===== config.mk =====
export PLATFORM = sky130hd
export DESIGN_NAME = fetch_sequencer
export DESIGN_NICKNAME = d
export VERILOG_FILES = /design/src/rtl/fetch_sequencer.sv
export SDC_FILE = /design/constraint.sdc
export NUM_CORES = 1
export LEC_CHECK = 0
export CORE_ASPECT_RATIO = 1.5
export CORE_MARGIN = 2
export CORE_UTILIZATION = 44
export CTS_CLUSTER_DIAMETER = 60
export DETAILED_ROUTE_END_ITERATION = 12
export GPL_ROUTABILITY_DRIVEN = 0
export GPL_TIMING_DRIVEN = 0
export PLACE_DENSITY = 0.86
export SLEW_MARGIN = 20
export SYNTH_ARGS = -nofsm -noshare
export SYNTH_HDL_FRONTEND = slang
export SYNTH_SLANG_ARGS = --single-unit

===== constraint.sdc =====
create_clock -name clk -period 5.98 [get_ports clk]
set_input_delay 1.196 -clock clk [delete_from_list [all_inputs] [get_ports clk]]
set_output_delay 1.196 -clock clk [all_outputs]
set_load 0.05 [all_outputs]

===== src/rtl/fetch_sequencer.sv =====
// fetch_sequencer: owns the fetch PC, sequences imem requests/responses and buffers one instruction for decode.
// Redirects use branch > jalr > jal priority; a fetch already accepted on the wrong path is killed on return.
module fetch_sequencer #(
    parameter logic [31:0] RESET_PC  = 32'h0000_0000,
    parameter logic [31:0] NOP_INSTR = 32'h0000_0013
) (
    input  logic        clk,
    input  logic        rst,
    output logic        imem_req_valid,
    input  logic        imem_req_ready,
    output logic [31:0] imem_req_addr,
    input  logic        imem_rsp_valid,
    input  logic [31:0] imem_rsp_data,
    input  logic        branch_taken,
    input  logic        jalr,
    input  logic        jal,
    input  logic [31:0] branch_target,
    input  logic [31:0] jalr_target,
    input  logic [31:0] jal_target,
    output logic        if_valid,
    input  logic        if_ready,
    output logic [31:0] if_instr,
    output logic [31:0] if_pc,
    output logic [31:0] pc,
    output logic [15:0] kill_count
);
    typedef enum logic [1:0] {IDLE, REQ, WAIT, OUT} state_t;
    state_t      r_state, w_state_nxt;
    logic [31:0] r_pc, w_pc_nxt;
    logic [31:0] r_if_instr, w_if_instr_nxt;
    logic [31:0] r_if_pc, w_if_pc_nxt;
    logic        r_if_valid, w_if_valid_nxt;
    logic        r_kill, w_kill_nxt;
    logic [15:0] r_kill_count, w_kill_count_nxt;
    logic        w_redirect;
    logic [31:0] w_target;
    assign w_redirect     = branch_taken | jalr | jal;
    assign w_target       = branch_taken ? branch_target : jalr ? jalr_target : jal_target;
    assign imem_req_valid = r_state == REQ;
    assign imem_req_addr  = r_pc;
    assign pc             = r_pc;
    assign if_valid       = r_if_valid;
    assign if_instr       = r_if_instr;
    assign if_pc          = r_if_pc;
    assign kill_count     = r_kill_count;
    always_ff @(posedge clk) begin
        if (rst) begin
            r_state      <= IDLE;
            r_pc         <= RESET_PC;
            r_kill       <= 1'b0;
            r_kill_count <= 16'h0;
            r_if_valid   <= 1'b0;
            r_if_instr   <= NOP_INSTR;
            r_if_pc      <= 32'h0;
        end else begin
            r_state      <= w_state_nxt;
            r_pc         <= w_pc_nxt;
            r_kill       <= w_kill_nxt;
            r_kill_count <= w_kill_count_nxt;
            r_if_valid   <= w_if_valid_nxt;
            r_if_instr   <= w_if_instr_nxt;
            r_if_pc      <= w_if_pc_nxt;
        end
    end
    always_comb begin
        w_state_nxt      = r_state;
        w_pc_nxt         = r_pc;
        w_kill_nxt       = r_kill;
        w_kill_count_nxt = r_kill_count;
        w_if_valid_nxt   = r_if_valid;
        w_if_instr_nxt   = r_if_instr;
        w_if_pc_nxt      = r_if_pc;
        case (r_state)
            IDLE: begin
                w_state_nxt = REQ;
                if (w_redirect) w_pc_nxt = w_target;
            end
            REQ: begin
                if (w_redirect) w_pc_nxt = w_target;
                if (imem_req_ready) begin
                    w_state_nxt = WAIT;
                    w_kill_nxt  = w_redirect;
                end
            end
            WAIT: begin
                if (imem_rsp_valid) begin
                    if (!r_kill && !w_redirect) begin
                        w_state_nxt    = OUT;
                        w_if_valid_nxt = 1'b1;
                        w_if_instr_nxt = imem_rsp_data;
                        w_if_pc_nxt    = r_pc;
                        w_pc_nxt       = r_pc + 32'd4;
                    end else begin
                        // pc already holds the target when the kill was set earlier
                        w_state_nxt      = REQ;
                        w_kill_nxt       = 1'b0;
                        w_kill_count_nxt = &r_kill_count ? r_kill_count : r_kill_count + 16'd1;
                        w_pc_nxt         = w_redirect ? w_target : r_pc;
                    end
                end else if (w_redirect) begin
                    w_pc_nxt   = w_target;
                    w_kill_nxt = 1'b1;
                end
            end
            OUT: begin
                if (w_redirect || if_ready) begin
                    w_state_nxt    = REQ;
                    w_if_valid_nxt = 1'b0;
                    w_if_instr_nxt = NOP_INSTR;
                end
                if (w_redirect) w_pc_nxt = w_target;
            end
            default: w_state_nxt = IDLE;
        endcase
    end
endmodule


==> impl_metrics.env, run 1 <==
export IMPL_io_pins=282
export IMPL_drtIter0Drc=400
export IMPL_rsz0062_at_grt="no"
export IMPL_ys_flop_type="dfxtp_1"
export IMPL_port_buffers=278
export IMPL_track_usage_pct=30.3
export IMPL_leakage_nw=3.31
export IMPL_r2r_start="r_state[0]$_SDFFE_PP0P_"
export IMPL_die_h_um=144
export IMPL_fin_crit_sh_pct=59.0
export IMPL_grt_overflow_total=0
export IMPL_synth_nets=838
export IMPL_reg2reg_setup_slack_ps=3430
export IMPL_final_common_cell="clkdlybuf4s50_1"
export IMPL_syn_area_per_cell_um2=8.22
export IMPL_ir_worst_vdd_mv=0.226
export IMPL_die_w_um=97.0
export IMPL_crit_family="buffers and inverters"
export IMPL_cp_required_ps=6270
export IMPL_ctsResizeCount=0
export IMPL_synth_ff_latch_count=116
export IMPL_synthArstFlopShare_pct=0
export IMPL_fin_tns_setup_ps=0
export IMPL_slowest_stage="clkdlybuf4s50_1"
export IMPL_fin_worst_skew_ps=6.47
export IMPL_startpoint_type="input port"
export IMPL_hold_viol=0
export IMPL_drive_above_1_share_pct=7.96
export IMPL_clock_sinks=116
export IMPL_synthesis_area_um2=5710
export IMPL_design_area_um2=9340
export IMPL_path_cells="clkdlybuf4s50_1, or3_1, clkbuf_1, nor3_2, o21ai_0, clkbuf_1, a22oi_1, nor2_1"
export IMPL_grt_max_degree=17
export IMPL_synth_warnings=0
export IMPL_holdPathStages=2
export IMPL_via_per_inst=5.55
export IMPL_min_from="if_pc[21]$_SDFFE_PP0P_"
export IMPL_power_density_nw_per_um2=255
export IMPL_area_growth_synth_to_final_pct=63.4
export IMPL_synthCells=695
export IMPL_setup_violations_final=0
export IMPL_max_cap_violations=0
export IMPL_dr_pass1_iters=5
export IMPL_placed_area_um2=8690
export IMPL_crit_arrival_ps=3820
export IMPL_antenna_found_initial=0
export IMPL_grt_pass1_wl_um=33200
export IMPL_tritoncts="built"
export IMPL_slew_viol_final=0
export IMPL_relSlewSlack_pct=40.3
export IMPL_min_to="if_pc[21]$_SDFFE_PP0P_"
export IMPL_status="finished, final reports clean"
export IMPL_cp_num_buf_inv=3
export IMPL_end_kind="flip-flop"
export IMPL_rows=51
export IMPL_wl_um=21800
export IMPL_coreArea_um2=12800
export IMPL_ctsRootBufferMaster="clkbuf_16"
export IMPL_clk_latency_ps=420
export IMPL_synth_distinct_cells=51
export IMPL_grt_pass1_vias=6247
export IMPL_critPathKind="input port to flip-flop"
export IMPL_crit_path_max_fanout=10
export IMPL_fmax_ghz=0.284
export IMPL_ff_latch_area_um2=2320
export IMPL_finalCriticalPeriod_ps=3530
export IMPL_finalNetCount=1135
export IMPL_dieArea_um2=13900
export IMPL_worst_r2r_endpoint="if_instr[17]$_SDFFE_PP0P_"
export IMPL_synth_edf_count=0
export IMPL_hold_class="flip-flop to flip-flop"
export IMPL_fillerInstances=953
export IMPL_dp_hpwl_um=16300
export IMPL_cpMostUsedCell="clkbuf_1"
export IMPL_multi_input_area_um2=2930
export IMPL_cts_buffer_depth=2
export IMPL_h_tree_depth=4
export IMPL_cts_setup_buffers=0
export IMPL_cpPeakStageDelay_ps=540
export IMPL_ys_seq_area_share_pct=40.6
export IMPL_via_count=6471
export IMPL_clkSlewWorstSetupHoldPaths_ps=60
export IMPL_tightest_slew_ps=895
export IMPL_wl_per_cell_um=18.7
export IMPL_cts_buffers=17
export IMPL_ant_nets=0
export IMPL_drc=0
export IMPL_initial_utilization_pct=44.5
export IMPL_reg2reg_depth=8
export IMPL_final_cell_mix="clkdlybuf4s50_1 (278), dfxtp_1 (116), nand2_1 (97), nor2_1 (77), a21oi_1 (43)"
export IMPL_holdBufCountCts=0
-- worst min-delay path, stage by stage (launching register included) --
cell and delay [ps]:
dfxtp_1 300, nand2_1 50, a21oi_1 50
-- stage by stage --
step	hold slack, ps	cells	utilization, %	worst slack [ps]	total power (W)
after floorplan	526	695	-	3080	0.00108
after global placement	441	1132	67.8	1990	0.00128
after detailed placement	446	1132	67.8	2030	0.00129
after CTS	453	1164	72.8	2430	0.00239
after global routing	473	1164	72.8	2240	0.00244
final	452	1165	72.8	2450	0.00238
-- metal layers --
layer	part of all wire (%)	vias up	track usage (%)	routed length [um]
met2	52	307	54.5	11300
met1	38	3058	33.6	8210
met4	2.5	0	12.1	556
met3	8.1	44	8.75	1760
met5	0	-	0	0
li1	-	3062	-	-
-- cells by family after synthesis --
kind of cell	count (synthesis)	share of synthesized area (%)
and+or+nand+nor	260	21.6
AOI/OAI and AO/OA	181	21.3
DFF	116	40.6
buffers and inverters	87	8.04
xor gates and xnor gates	38	5.83
adders and majority gates	7	1.53
muxes	6	1.05
-- worst max path at each step --
| stage | from | to | slack [ps] | depth (start not counted) |
|---|---|---|---|---|
| floorplan | jalr | if_instr[17]$_SDFFE_PP0P_ | 3080 | 8 |
| global placement | jal | if_instr[22]$_SDFFE_PP0P_ | 1990 | 8 |
| detailed placement | jal | if_instr[17]$_SDFFE_PP0P_ | 2030 | 8 |
| CTS | jal | if_instr[17]$_SDFFE_PP0P_ | 2430 | 8 |
| global route | jal | if_instr[28]$_SDFFE_PP0P_ | 2240 | 8 |
| finish | jal | if_instr[17]$_SDFFE_PP0P_ | 2450 | 8 |
-- Yosys cell counts (2+ instances only) --
| cell | n | area [um^2] |
|---|---|---|
| and3_1 | 5 | 31.3 |
| nor2_1 | 77 | 289 |
| a22oi_1 | 39 | 293 |
| nand3b_1 | 2 | 15.0 |
| mux2i_1 | 6 | 60.1 |
| o32ai_1 | 2 | 17.5 |
| buf_2 | 4 | 20.0 |
| and2_1 | 2 | 12.5 |
| xor2_1 | 20 | 175 |
| and4_1 | 7 | 61.3 |
| nor4_1 | 5 | 31.3 |
| inv_1 | 9 | 33.8 |
| dfxtp_1 | 116 | 2320 |
| o21ai_0 | 28 | 140 |
| or2_2 | 2 | 12.5 |
| xnor2_1 | 18 | 158 |
| a221o_1 | 13 | 130 |
| nor2b_1 | 3 | 18.8 |
| o22ai_1 | 22 | 138 |
| a311oi_1 | 3 | 26.3 |
| nand2_1 | 97 | 364 |
| o2111ai_1 | 2 | 17.5 |
| nor3_1 | 10 | 50.1 |
| a221oi_1 | 7 | 61.3 |
| nor3_2 | 3 | 30.0 |
| clkbuf_1 | 40 | 150 |
| o211ai_1 | 5 | 37.5 |
| a211oi_1 | 10 | 75.1 |
| nand2b_1 | 6 | 37.5 |
| ha_1 | 7 | 87.6 |
| or3_1 | 3 | 18.8 |
| and3b_1 | 2 | 17.5 |
| nand4_1 | 14 | 87.6 |
| a21oi_1 | 43 | 215 |
| buf_4 | 32 | 240 |
| nand3_1 | 15 | 75.1 |
| a211oi_2 | 2 | 25.0 |
-- where the power goes --
part	leakage (nW)	total, W	switching (W)	internal (W)
Sequential	0.943	0.000838	0.0000439	0.000794
Clock	0.307	0.00111	0.000393	0.000713
Combinational	2.06	0.000438	0.000239	0.000198
-- layout make-up --
type	instances	area share, %
Multi-Input combinational cell	492	31.4
Timing Repair Buffer	278	29.8
Sequential cell	116	24.9
Clock buffer	18	4.70
Buffer	77	4.52
Clock inverter	14	2.16
Tap cell	159	2.13
Inverter	10	0.402
Antenna cell	1	0.0268
-- flip-flops by register name, summed over array words and instances (netlist names) --
| register | cells |
|---|---|
| if_instr | 32 |
| if_pc | 32 |
| if_valid | 1 |
| imem_req_addr | 32 |
| kill_count | 16 |
| r_kill | 1 |
| r_state | 2 |
Power figures use the tool's default switching activity.
==> run 2, diff against run 1 <==
- CORE_UTILIZATION: 44 -> 41
- PLACE_DENSITY: 0.86 -> 0.81
- clock period: 5.98 -> 3.47 ns (I/O delays scaled with it)
==> impl_metrics.env, run 2 (same netlist as run 1, synthesis figures left out) <==
export IMPL_dp_hpwl_um=16400
export IMPL_cts_buffer_depth=2
export IMPL_crit_path_max_fanout=10
export IMPL_end_kind="flip-flop"
export IMPL_tritoncts="built"
export IMPL_fmax_ghz=0.335
export IMPL_port_buffers=278
export IMPL_area_growth_synth_to_final_pct=62.4
export IMPL_finalCriticalPeriod_ps=2980
export IMPL_drtIter0Drc=325
export IMPL_dr_pass1_iters=5
export IMPL_fin_worst_skew_ps=10.2
export IMPL_cpMostUsedCell="clkbuf_1"
export IMPL_tightest_slew_ps=919
export IMPL_dieArea_um2=14900
export IMPL_setup_violations_final=0
export IMPL_startpoint_type="input port"
export IMPL_rows=52
export IMPL_final_cell_mix="clkdlybuf4s50_1 (278), dfxtp_1 (116), nand2_1 (97), nor2_1 (77), a21oi_1 (43)"
export IMPL_wl_um=21600
export IMPL_fin_crit_sh_pct=86.0
export IMPL_cpPeakStageDelay_ps=560
export IMPL_grt_met1_usage_pct=30.2
export IMPL_n_antenna_cell=0
export IMPL_fillerInstances=1136
export IMPL_die_w_um=100
export IMPL_fin_tns_setup_ps=0
export IMPL_grt_overflow_total=0
export IMPL_io_pins=282
export IMPL_status="finished, final reports clean"
export IMPL_ant_nets=0
export IMPL_cp_num_buf_inv=3
export IMPL_finalNetCount=1135
export IMPL_cts_buffers=17
export IMPL_initial_utilization_pct=42.2
export IMPL_ff_latch_area_um2=2320
export IMPL_ctsResizeCount=0
export IMPL_wl_per_cell_um=18.5
export IMPL_fin_util_pct=68.5
export IMPL_drc=0
export IMPL_rsz0062_at_grt="no"
export IMPL_gr_usage_met3_pct=8.79
export IMPL_placed_area_um2=8700
export IMPL_crit_family="buffers and inverters"
export IMPL_via_per_inst=5.48
export IMPL_met2_usage_pct=51.1
export IMPL_relSlewSlack_pct=38.7
export IMPL_critPathKind="input port to flip-flop"
export IMPL_slew_viol_final=0
export IMPL_clock_sinks=116
export IMPL_ctsRootBufferMaster="clkbuf_16"
export IMPL_grt_busiest_layer="met2"
export IMPL_final_common_cell="clkdlybuf4s50_1"
export IMPL_leakage_nw=3.27
export IMPL_die_h_um=149
export IMPL_grt_max_degree=17
export IMPL_grt_pass1_vias=6289
export IMPL_clk_latency_ps=410
export IMPL_placed_cells=1135
export IMPL_via_count=6397
export IMPL_antenna_found_initial=0
export IMPL_h_tree_depth=4
export IMPL_slowest_stage="nor3_2"
export IMPL_multi_input_area_um2=2930
export IMPL_power_density_nw_per_um2=420
export IMPL_finalNonFillerCells=1167
export IMPL_hold_class="flip-flop to flip-flop"
export IMPL_clkSlewWorstSetupHoldPaths_ps=50
export IMPL_crit_arrival_ps=3260
export IMPL_path_cells="clkdlybuf4s50_1, or3_1, clkbuf_1, nor3_2, o21ai_0, clkbuf_1, a22oi_1, nor2_1"
export IMPL_hold_viol=0
export IMPL_grt_pass1_wl_um=32700
export IMPL_holdBufCountCts=0
export IMPL_design_area_um2=9280
export IMPL_track_usage_pct=28.4
export IMPL_drive_above_1_share_pct=7.76
export IMPL_max_cap_violations=0
export IMPL_ir_worst_vdd_mv=0.420
export IMPL_cp_required_ps=3750
export IMPL_coreArea_um2=13500
export IMPL_cts_setup_buffers=0
run 2: cell types whose count changed in the layout (fill, tap and decap cells not counted), sizes merged:
cell	change
bufinv	-2
clkbuf	+2
clkinvlp	+2
diode	-1
inv	-2
run 2: worst min-delay path: cells and delay by family (launching register included):
family | cells | cell delay (ps)
flops | 1 | 300
simple gates | 1 | 50
compound gates | 1 | 50
run 2: final cells by class:
class	instances	area share, %
Clock buffer	20	4.82
Sequential cell	116	25.0
Timing Repair Buffer	278	30.0
Buffer	77	4.55
Multi-Input combinational cell	492	31.6
Tap cell	162	2.19
Clock inverter	12	1.42
Inverter	10	0.405
run 2: path summary, 6_finish.rpt:
kind | startpoint | end | slack [ps] | depth (start not counted)
worst max-delay path | jal | if_instr[29]$_SDFFE_PP0P_ | 490 | 8
worst max register to register | r_state[0]$_SDFFE_PP0P_ | if_instr[29]$_SDFFE_PP0P_ | 970 | 8
worst min register to register | if_pc[23]$_SDFFE_PP0P_ | if_pc[23]$_SDFFE_PP0P_ | 450 | 2
worst min-delay path | if_pc[23]$_SDFFE_PP0P_ | if_pc[23]$_SDFFE_PP0P_ | 450 | 2
run 2: layer usage:
metal,part of all wire (%),vias up
met2,52,289
met4,3.2,0
met1,37,2997
met5,0,-
met3,7.9,48
li1,-,3063
run 2: report_power, final:
group,switching [W],internal (W)
clock,0.000630,0.00107
sequential,0.0000748,0.00137
combinational,0.000410,0.000342
run 2: per-stage QoR:
stage / hold WS, ps / setup slack (ps) / power, W
after CTS: 453 / 461 / 0.00391
after detailed placement: 446 / 61.8 / 0.00222
after floorplan: 526 / 1070 / 0.00187
after global placement: 441 / 74.9 / 0.00221
final: 453 / 486 / 0.00390
after global routing: 467 / 306 / 0.00402
